### src/rtl/fu_seq.sv
// -----------------------------------------------------------------------------
// fu_seq -- functional-unit operation sequencer
//
// Accepts one operation request at a time and drives the functional unit and
// register-file selects for it. A request runs through IDLE -> EXEC -> DONE.
// Shift operations can be repeated several times, each pass feeding back the
// previous result.
//
// Build option:
//   FU_SEQ_REPEAT_EN  defined   -> shift ops (FSRA, FSLA, FSHR, FSHL) run
//                                  max(req_cnt,1) EXEC cycles; the passes after
//                                  the first read B from the destination.
//                     undefined -> req_cnt is ignored; every op takes exactly
//                                  one EXEC cycle; no repeat counter is built.
//
// Parameters:
//   RW          register select width (2**RW registers)
//
// Ports:
//   clk         clock, rising edge
//   rst_n       asynchronous active-low reset
//   req_valid   request present
//   req_ready   sequencer can accept a request (IDLE only)
//   req_op      function select (fs_t encoding)
//   req_ra/rb/rd source A, source B, destination selects
//   req_cnt     repeat count for shift ops (0 and 1 mean one pass)
//   fs_out      function select to the functional unit (0 outside EXEC)
//   a_sel/b_sel/d_sel register-file selects (hold outside EXEC)
//   ld_out      register-file write enable (1 in every EXEC cycle)
//   z_in/n_in   zero / negative from the functional unit
//   z_flag/n_flag status flags of the last completed operation
//   done_out    one-cycle completion pulse
// -----------------------------------------------------------------------------
module fu_seq #(
    parameter int RW = 3
) (
    input  logic          clk,
    input  logic          rst_n,
    input  logic          req_valid,
    output logic          req_ready,
    input  logic [3:0]    req_op,
    input  logic [RW-1:0] req_ra,
    input  logic [RW-1:0] req_rb,
    input  logic [RW-1:0] req_rd,
    input  logic [3:0]    req_cnt,
    output logic [3:0]    fs_out,
    output logic [RW-1:0] a_sel,
    output logic [RW-1:0] b_sel,
    output logic [RW-1:0] d_sel,
    output logic          ld_out,
    input  logic          z_in,
    input  logic          n_in,
    output logic          z_flag,
    output logic          n_flag,
    output logic          done_out
);

    localparam logic [1:0] IDLE = 2'd0;
    localparam logic [1:0] EXEC = 2'd1;
    localparam logic [1:0] DONE = 2'd2;

    localparam logic [3:0] FSRA = 4'd4;
    localparam logic [3:0] FSLA = 4'd7;
    localparam logic [3:0] FSHR = 4'd13;
    localparam logic [3:0] FSHL = 4'd14;

    logic [1:0]    state_reg;
    logic [1:0]    state_next;
    logic [3:0]    op_reg;
    logic [RW-1:0] a_sel_reg;
    logic [RW-1:0] b_sel_reg;
    logic [RW-1:0] d_sel_reg;
    logic          z_flag_reg;
    logic          n_flag_reg;
    logic          accept;
    logic          last_exec;

    assign accept = (state_reg == IDLE) && req_valid;

`ifdef FU_SEQ_REPEAT_EN
    // Remaining EXEC passes, including the current one. A count of 15 loads
    // as 15 and counts down to 1, so it never wraps.
    logic [3:0] cnt_reg;
    logic       is_shift;
    logic [3:0] eff_cnt;

    assign is_shift  = (req_op == FSRA) || (req_op == FSLA) ||
                       (req_op == FSHR) || (req_op == FSHL);
    assign eff_cnt   = (is_shift && (req_cnt > 4'd1)) ? req_cnt : 4'd1;
    assign last_exec = (cnt_reg <= 4'd1);

    always_ff @(posedge clk or negedge rst_n) begin
        if (!rst_n) begin
            cnt_reg <= 4'd0;
        end else if (accept) begin
            cnt_reg <= eff_cnt;
        end else if (state_reg == EXEC) begin
            cnt_reg <= cnt_reg - 4'd1;
        end
    end
`else
    // Without repeat support every operation is a single pass.
    logic unused_cnt;
    assign unused_cnt = &{1'b0, req_cnt, FSRA, FSLA, FSHR, FSHL};
    assign last_exec  = 1'b1;
`endif

    // Next-state logic
    always_comb begin
        state_next = state_reg;
        case (state_reg)
            IDLE:    if (req_valid) state_next = EXEC;
            EXEC:    if (last_exec) state_next = DONE;
            DONE:    state_next = IDLE;
            default: state_next = IDLE;
        endcase
    end

    always_ff @(posedge clk or negedge rst_n) begin
        if (!rst_n) begin
            state_reg  <= IDLE;
            op_reg     <= 4'd0;
            a_sel_reg  <= '0;
            b_sel_reg  <= '0;
            d_sel_reg  <= '0;
            z_flag_reg <= 1'b0;
            n_flag_reg <= 1'b0;
        end else begin
            state_reg <= state_next;
            if (accept) begin
                // Selects are loaded at acceptance so the first EXEC cycle
                // already presents ra/rb/rd; afterwards they simply hold.
                op_reg    <= req_op;
                a_sel_reg <= req_ra;
                b_sel_reg <= req_rb;
                d_sel_reg <= req_rd;
            end else if (state_reg == EXEC) begin
                if (last_exec) begin
                    z_flag_reg <= z_in;
                    n_flag_reg <= n_in;
                end else begin
                    // Later passes operate on the previous result.
                    b_sel_reg <= d_sel_reg;
                end
            end
        end
    end

    always_comb begin
        fs_out = 4'd0;
        if (state_reg == EXEC) fs_out = op_reg;
    end

    assign req_ready = (state_reg == IDLE);
    assign ld_out    = (state_reg == EXEC);
    assign done_out  = (state_reg == DONE);
    assign a_sel     = a_sel_reg;
    assign b_sel     = b_sel_reg;
    assign d_sel     = d_sel_reg;
    assign z_flag    = z_flag_reg;
    assign n_flag    = n_flag_reg;

endmodule

### config.mk
export PLATFORM = sky130hd
export DESIGN_NAME = fu_seq
export DESIGN_NICKNAME = d
export VERILOG_FILES = /design/src/rtl/fu_seq.sv
export SDC_FILE = /design/constraint.sdc
export NUM_CORES = 1
export LEC_CHECK = 0
export ABC_AREA = 1
export CAP_MARGIN = 20
export CORE_AREA = 5 5 50 52
export CTS_CLUSTER_SIZE = 20
export DETAILED_ROUTE_END_ITERATION = 12
export DIE_AREA = 0 0 55 57
export GPL_ROUTABILITY_DRIVEN = 0
export PLACE_DENSITY = 0.76
export SLEW_MARGIN = 20
export SYNTH_ARGS = -nofsm -noshare
export SYNTH_HDL_FRONTEND = slang
export SYNTH_SLANG_ARGS = --single-unit
### constraint.sdc
create_clock -name clk -period 1.3 [get_ports clk]
set_input_delay 0.26 -clock clk [delete_from_list [all_inputs] [get_ports clk]]
set_output_delay 0.26 -clock clk [all_outputs]
set_load 0.005 [all_outputs]
==> out/results.txt <==
Status -> complete, but fails checks
Failing checks -> setup timing
DP Cell Count -> 150
Final worst-path cycle share -> 101%
Initial DRC Count -> 12
Final slew viol count -> 0
# DRC -> 0
Mapped Cells -> 81
Synth Area per Inst -> 8.79 um^2
Path type of the worst setup path -> reg2out
Effective utilization at floorplan -> 34.5%
Vias in the first global route -> 757
Final setup fails -> 3
Top-level I/O count -> 40
First-pass GRT wire length -> 3080 um
Fin. Hold Viols -> 0
Buf/Inv on CP -> 2
Share of layout cells above drive strength 1 -> 24.6%
Crit path DAT -> 1.05 ns
Worst-Margin Slew -> 0.209 ns
Post-synthesis sequential area ratio -> 59.8%
Hold-fix buffers, CTS -> 0
RSZ-0062 raised after global routing -> true
PD cells -> 1310 mW/mm^2
Vias per cell -> 4.41
CTS Buf Count -> 3
Pre-antenna DRT Iters -> 3
Crit path max-delay family -> flip-flops
DPL Wire Length -> 1410 um
Final Skew -> 0.00462 ns
Drt total wl -> 1770 um
Critical path cell sequence -> inv_2 -> nand2_4 -> nor2_1 -> buf_2
CTS tree -> built
Tot Pwr -> 1560 uW
MaxCap Viol Count -> 0
Vias -> 697
Grt total ovfl -> 0
Root Driver -> clkbuf_4
Clock-pin slew on the worst setup and hold paths -> 0.09 ns
Most common cell after layout, fill and taps aside -> nand2_1
PortBufs -> 35
Fillcell total -> 194
Critical path fanouts, max -> 7
Fmax -> 0.762 GHz
Die W -> 55 um
H-tree Lvls -> 1
Rows -> 17
Total Nets Final -> 153
Total GRT Usage -> 13.2%
Minimum clock period -> 1.31 ns
Headroom to the max-slew limit -> 86.1%
Die ar. -> 0.00314 mm^2
Fin cells -> 158
Core box area -> 0.00206 mm^2
Largest net degree at the start of global routing -> 18
Initial antenna violation count -> 0
Yosys reg bits -> 17
Final non-filler cell area -> 0.00119 mm^2
Clock sinks -> 17
Max FFs per register -> 4
Worst skew pair latency -> 0.29 ns
# diodes -> 0
Post-Syn Nets -> 103
Area growth syn-to-layout -> 67.3%
Clock Tree Buf Depth -> 2
Slowest stage cell, crit path -> dfrtp_1
DP Area -> 0.00114 mm^2
DRT antenna net count -> 0
CP max stage delay -> 0.39 ns
Worst setup EP type -> primary output
Post-synthesis cell type count -> 9
Startpoint Class -> flop
WL per Instance -> 11.2 um
Warnings from Yosys -> 0
Mapped Area -> 712 um^2
Peak supply drop -> 0.725 mV
Worst EP required -> 1.04 ns
Die H -> 57 um
Min-Delay Path Class -> in2async
Setup ws final -> -0.0117 ns
Most frequent cells in the layout -> nand2_1 (32), dfrtp_1 (17), clkdlybuf4s50_1 (17)
LEAKAGE -> 0.000655 uW
[synth_stat cells]
library cell,count,area [um^2]
nor2_1,5,18.8
inv_1,8,30.0
nand2_4,1,11.3
nor2_4,1,11.3
dfrtp_1,17,425
nand3_1,13,65.1
nand2_1,33,124
buf_6,1,11.3
buf_4,2,15.0
[path summary, 6_finish.rpt]
kind | from | to | slack [ns] | depth (start not counted)
worst min register to register | b_sel[2]$_DFFE_PN0P_ | b_sel[2]$_DFFE_PN0P_ | 0.48 | 2
worst max register to register | state_reg[0]$_DFFE_PN0P_ | op_reg[3]$_DFFE_PN0P_ | 0.07 | 6
worst min-delay path | rst_n | a_sel[1]$_DFFE_PN0P_ | 0.29 | 2
max in group asynchronous | rst_n | d_sel[2]$_DFFE_PN0P_ | 0.82 | 2
worst max-delay path | state_reg[1]$_DFFE_PN0P_ | fs_out[1] | -0.01 | 4
min in group clk | b_sel[2]$_DFFE_PN0P_ | b_sel[2]$_DFFE_PN0P_ | 0.48 | 2
[area by class of cell]
type	count	area, um^2	area share, %
clock buffers	4	26.3	2.21
multi-input cells	53	253	21.2
flip-flops and latches	17	425	35.7
repair buffers	48	422	35.4
inverters	8	30.0	2.52
well taps	28	35.0	2.94
[worst reg2reg max path: cells and delay by family (launching register included)]
| kind | cells | cell delay [ns] |
|---|---|---|
| flops | 1 | 0.43 |
| simple gates | 4 | 0.37 |
| buf+inv | 2 | 0.34 |
[metrics by stage]
stage | utilization, % | hold WS [ns] | setup WS (ns) | setup TNS (ns)
finish | 57.7 | 0.291 | -0.0117 | -0.0214
global route | 57.7 | 0.287 | -0.0726 | -0.579
CTS | 56.5 | 0.285 | -0.0463 | -0.196
detailed placement | 55.2 | 0.459 | -0.219 | -1.10
global placement | 55.2 | 0.454 | -0.170 | -0.915
floorplan | - | -0.0356 | 0.309 | 0
[metal layers]
metal	vias to the layer above	track usage [%]	routed length, um
met3	2	5.22	140
met1	331	14.9	705
met5	-	0	0
met2	19	21.6	915
li1	345	-	-
met4	0	5.21	8
[cells by family after synthesis]
logic type             count (synthesis)  share of synthesized area, %
AND/OR/NAND/NOR                       53                          32.3
flip-flops                            17                          59.8
buffers and inverters                 11                          7.91
[timing repair]
item                       4_1_cts  5_1_grt
gates resized for setup         46        6
setup endpoints to repair       18       17
pin swaps                        4        3
cloned                           0        0
setup buffers                    4        0
[where the power goes]
| group | switching, uW | leakage (uW) | internal [uW] |
|---|---|---|---|
| clock | 157 | 0.0000150 | 119 |
| combinational | 251 | 0.000429 | 313 |
| sequential | 68.0 | 0.000211 | 651 |
| total | 475 | 0.000655 | 1080 |
Power figures use the tool's default switching activity.
